<file path="config.mk">
export PLATFORM = sky130hd
export DESIGN_NAME = fr_rule_scheduler
export DESIGN_NICKNAME = d
export VERILOG_FILES = /design/src/rtl/fr_rule_scheduler.sv
export SDC_FILE = /design/constraint.sdc
export NUM_CORES = 1
export LEC_CHECK = 0
export CAP_MARGIN = 30
export CORE_MARGIN = 8
export CORE_UTILIZATION = 47
export DETAILED_ROUTE_END_ITERATION = 10
export MAX_ROUTING_LAYER = met4
export PLACE_DENSITY = 0.83
export RECOVER_POWER = 50
export SLEW_MARGIN = 20
export SYNTH_ARGS = -nofsm -noshare
export SYNTH_HDL_FRONTEND = slang
export SYNTH_SLANG_ARGS = --single-unit
</file>
<file path="constraint.sdc">
create_clock -name clk -period 2.1 [get_ports clk]
set_input_delay 0.42 -clock clk [delete_from_list [all_inputs] [get_ports clk]]
set_output_delay 0.42 -clock clk [all_outputs]
set_load 0.03 [all_outputs]
</file>
<file path="src/rtl/fr_rule_scheduler.sv">
// Steps one input frame through every fuzzy rule on the shared processing element.
// Define FR_SUM_EN to add the fs_sum port, which carries the per-frame firing-strength total.
module fr_rule_scheduler #(
    parameter int unsigned NUM_RULES = 16,
    parameter int unsigned IDX_W     = 4,
    parameter int unsigned DATA_W    = 16,
    parameter int unsigned TIMEOUT   = 64
) (
    input  logic              clk,
    input  logic              rst,
    input  logic              frame_valid,
    output logic              frame_ready,
    output logic [IDX_W-1:0]  rule_idx,
    output logic              param_rd_en,
    output logic              pe_start,
    input  logic              pe_ready,
    input  logic [DATA_W-1:0] pe_out,
    output logic              fs_valid,
    output logic [IDX_W-1:0]  fs_idx,
    output logic [6:0]        fs_data,
    output logic              frame_done,
    output logic              busy,
    output logic              err_timeout
`ifdef FR_SUM_EN
    ,
    output logic [7+IDX_W-1:0] fs_sum
`endif
);

    localparam int unsigned CNT_W = 8;
    localparam logic [IDX_W-1:0] LAST_IDX    = IDX_W'(NUM_RULES - 1);
    localparam logic [CNT_W-1:0] TIMEOUT_CNT = CNT_W'(TIMEOUT);

    typedef enum logic [2:0] {
        S_IDLE,
        S_FETCH,
        S_LAUNCH,
        S_WAIT,
        S_STORE,
        S_DONE
    } state_t;

    state_t           r_state;
    state_t           w_state_nxt;
    logic             w_accept;
    logic             w_capture;
    logic             w_timeout;
    logic [CNT_W-1:0] r_cnt;
    logic             w_unused_pe;

    // Only the low 7 bits of the PE result carry the firing strength.
    assign w_unused_pe = ^pe_out[DATA_W-1:7];

    always_ff @(posedge clk) begin
        if (rst) begin
            r_state <= S_IDLE;
        end else begin
            r_state <= w_state_nxt;
        end
    end

    always_comb begin
        w_state_nxt = r_state;
        w_accept    = 1'b0;
        w_capture   = 1'b0;
        w_timeout   = 1'b0;
        case (r_state)
            S_IDLE: begin
                if (frame_valid) begin
                    w_state_nxt = S_FETCH;
                    w_accept    = 1'b1;
                end
            end
            S_FETCH:  w_state_nxt = S_LAUNCH;
            S_LAUNCH: w_state_nxt = S_WAIT;
            S_WAIT: begin
                // A result arriving on the final allowed cycle still counts.
                if (pe_ready) begin
                    w_state_nxt = S_STORE;
                    w_capture   = 1'b1;
                end else if (r_cnt == TIMEOUT_CNT) begin
                    w_state_nxt = S_IDLE;
                    w_timeout   = 1'b1;
                end
            end
            S_STORE:  w_state_nxt = (rule_idx == LAST_IDX) ? S_DONE : S_FETCH;
            S_DONE:   w_state_nxt = S_IDLE;
            default:  w_state_nxt = S_IDLE;
        endcase
    end

    // Outputs are registered decodes of the next state so they line up with it.
    always_ff @(posedge clk) begin
        if (rst) begin
            frame_ready <= 1'b1;
            busy        <= 1'b0;
            param_rd_en <= 1'b0;
            pe_start    <= 1'b0;
            frame_done  <= 1'b0;
            fs_valid    <= 1'b0;
            fs_idx      <= '0;
            fs_data     <= '0;
            rule_idx    <= '0;
            err_timeout <= 1'b0;
            r_cnt       <= '0;
        end else begin
            frame_ready <= (w_state_nxt == S_IDLE);
            busy        <= (w_state_nxt != S_IDLE);
            param_rd_en <= (w_state_nxt == S_FETCH);
            pe_start    <= (w_state_nxt == S_LAUNCH);
            frame_done  <= (w_state_nxt == S_DONE);
            fs_valid    <= w_capture;

            if (w_capture) begin
                fs_idx  <= rule_idx;
                fs_data <= pe_out[6:0];
            end

            if (w_accept) begin
                rule_idx    <= '0;
                err_timeout <= 1'b0;
            end else if ((r_state == S_STORE) && (w_state_nxt == S_FETCH)) begin
                rule_idx <= rule_idx + IDX_W'(1);
            end

            if (w_timeout) begin
                err_timeout <= 1'b1;
            end

            // Counter reads k in the k-th WAIT cycle.
            if (w_state_nxt == S_LAUNCH) begin
                r_cnt <= '0;
            end else if ((r_state == S_LAUNCH) || (r_state == S_WAIT)) begin
                r_cnt <= r_cnt + CNT_W'(1);
            end
        end
    end

`ifdef FR_SUM_EN
    always_ff @(posedge clk) begin
        if (rst) begin
            fs_sum <= '0;
        end else if (w_accept) begin
            fs_sum <= '0;
        end else if (w_capture) begin
            fs_sum <= fs_sum + (7 + IDX_W)'(pe_out[6:0]);
        end
    end
`endif

endmodule
</file>
==> impl_metrics.json <==
{
  "status": "completed",
  "criticalPathCategory": "reg -> out",
  "hold_viol": 0,
  "synth-edff-count": 0,
  "ios": 42,
  "gp_congestion": 0.7766,
  "cts_root_buffer": "clkbuf_4",
  "path_cells": "clkdlybuf4s50_1",
  "numCtsBuffers": 5,
  "crit_buf_inv": 1,
  "die_x_um": 72.05,
  "ys.flop_type": "dfxtp_1",
  "layout_commonest_cell": "dfxtp_1",
  "drive_gt1_frac": 0.1514,
  "ys_async_sr_fraction": 0,
  "grt_max_degree": 15,
  "hp-class": "reg -> reg",
  "gr-total-overflow": 0,
  "cts_hold_buffers": 0,
  "fill_cells": 259,
  "syn_inst": 149,
  "avgSynthCellArea_um2": 9.909,
  "netlist_area_um2": 1476,
  "yosys.cell_types.count": 40,
  "fmax_mhz": 515.3,
  "routedWlPerCell_um": 14.15,
  "drt_first_iter_violations": 45,
  "cpPeakStageDelay_ns": 0.72,
  "die_area_um2": 5190,
  "grt_pass1_vias": 1174,
  "fin_crit_sh": 0.9241,
  "cp-end-kind": "output port",
  "drv_slew": 0,
  "crit_fanout": 6,
  "diodes": 0,
  "routed_wl_um": 3240,
  "cp_top_family": "buffers and inverters",
  "core_um2": 3028,
  "post_cts_resized": 0,
  "leakage_uw": 0.0006595,
  "io_buffers": 32,
  "syn_to_final_growth_pct": 25.08,
  "synth_seq_area_share": 0.4475,
  "required_ns": 1.68,
  "layout_common_cells": "dfxtp_1, nand2_1, clkdlybuf4s50_1",
  "row_count": 20,
  "ys_ff_latch": 33,
  "rsz0062_at_grt": "no",
  "dpl.hpwl_um": 2444,
  "postPlaceCellArea_um2": 1818,
  "num-nets-final": 207,
  "slowest_stage": "clkdlybuf4s50_1",
  "fin_skew_ns": 0.01167,
  "firstDrtPassIters": 4,
  "drcViolationCount": 0,
  "clkSlewWorstSetupHoldPaths_ns": 0.11,
  "cts_buffer_depth": 2,
  "die_h_um": 72.05,
  "start_util": 0.4876,
  "cp-start-kind": "register",
  "p_per_area_nw_per_um2": 637.4,
  "maxCapViolCount": 0,
  "viasPerCell": 5.118,
  "routed-via-count": 1172,
  "min_period_ns": 1.941,
  "power_uw": 1177,
  "final_antenna_net_count": 0,
  "tns_ns": 0,
  "peakVddDrop_uv": 388.3,
  "grt.total_usage": 0.1405,
  "antenna_found_initial": 0,
  "grt_pass1_wl_um": 5595,
  "crit_arrival_ns": 1.52,
  "htreeDepth": 2,
  "design_area_um2": 1847,
  "worst-slew-pin-transition_ns": 0.5305,
  "clk_latency_ns": 0.34,
  "cts_setup_buffers": 0,
  "setup_viol": 0,
  "slew_headroom": 0.6426,
  "cts_sinks": 33,
  "cts_tree": "yes",
  "yosys_warnings": 0,
  "synth_nets": 172
}
[registers in the layout (all words and copies together), names as in the netlist]
register	flops
busy	1
err_timeout	1
frame_done	1
frame_ready	1
fs_data	7
fs_idx	4
fs_valid	1
param_rd_en	1
pe_start	1
r_cnt	8
r_state	3
rule_idx	4
[layer usage]
layer | part of all wire | vias up | global-route usage
li1 | - | 591 | -
met1 | 0.41 | 548 | 0.1499
met2 | 0.52 | 24 | 0.2308
met3 | 0.036 | 9 | 0.02755
met4 | 0.033 | 0 | 0.09751
met5 | 0 | - | -
[report_power, final]
part	switching, uW	internal, uW
combinational	97.8	68.6
clock	224	126
sequential	17.5	643
total	340	837
[Yosys cell counts (all sizes together) (2+ instances only)]
master	n	area, um^2
nand2	27	101.4
clkbuf	4	25.02
inv	4	15.01
nand3	2	10.01
nand4	4	25.02
and4b	3	30.03
nor3	3	36.29
buf	4	38.78
nor2	8	35.03
a21oi	16	87.59
and3	4	26.28
ha	3	37.54
dfxtp	33	660.6
a211oi	9	107.6
xor2	7	61.31
[per-stage QoR]
| step | utilization | setup WS (ns) | instances | hold WS [ns] |
|---|---|---|---|---|
| 6_report | 0.6099 | 0.1594 | 229 | 0.4579 |
| 3_3_place_gp | 0.6004 | 0.1799 | 221 | 0.4422 |
| 5_1_grt | 0.6099 | 0.08086 | 229 | 0.4759 |
| 4_1_cts | 0.6186 | 0.1577 | 229 | 0.4623 |
| 2_1_floorplan | - | 0.3911 | 149 | 0.5466 |
| 3_5_place_dp | 0.6004 | 0.1472 | 221 | 0.4476 |
[path summary, 6_finish.rpt]
path,depth (start not counted),endpoint,startpoint,slack [ns]
worst max-delay path,1,rule_idx[3],rule_idx[3],0.16
worst max register to register,5,r_cnt[5],r_state[2],0.28
worst min register to register,2,fs_data[4],fs_data[4],0.46
worst min-delay path,2,fs_data[4],fs_data[4],0.46
[area by class of cell]
| type | instances | area (um^2) | share of cell area |
|---|---|---|---|
| Clock buffer | 5 | 37.54 | 0.02033 |
| Clock inverter | 3 | 17.52 | 0.009485 |
| Inverter | 4 | 15.01 | 0.008130 |
| Multi-Input combinational cell | 104 | 710.7 | 0.3848 |
| Sequential cell | 33 | 660.6 | 0.3577 |
| Tap cell | 44 | 55.05 | 0.02981 |
| Timing Repair Buffer | 36 | 350.3 | 0.1897 |
[logic make-up after synthesis]
logic type | synth area share
compound gates | 0.1924
xor+xnor | 0.04746
fa+ha+maj | 0.02543
buf+inv | 0.05338
flops | 0.4475
mux | 0.006780
simple gates | 0.2271
No activity file was read; power rests on OpenSTA's default activity.
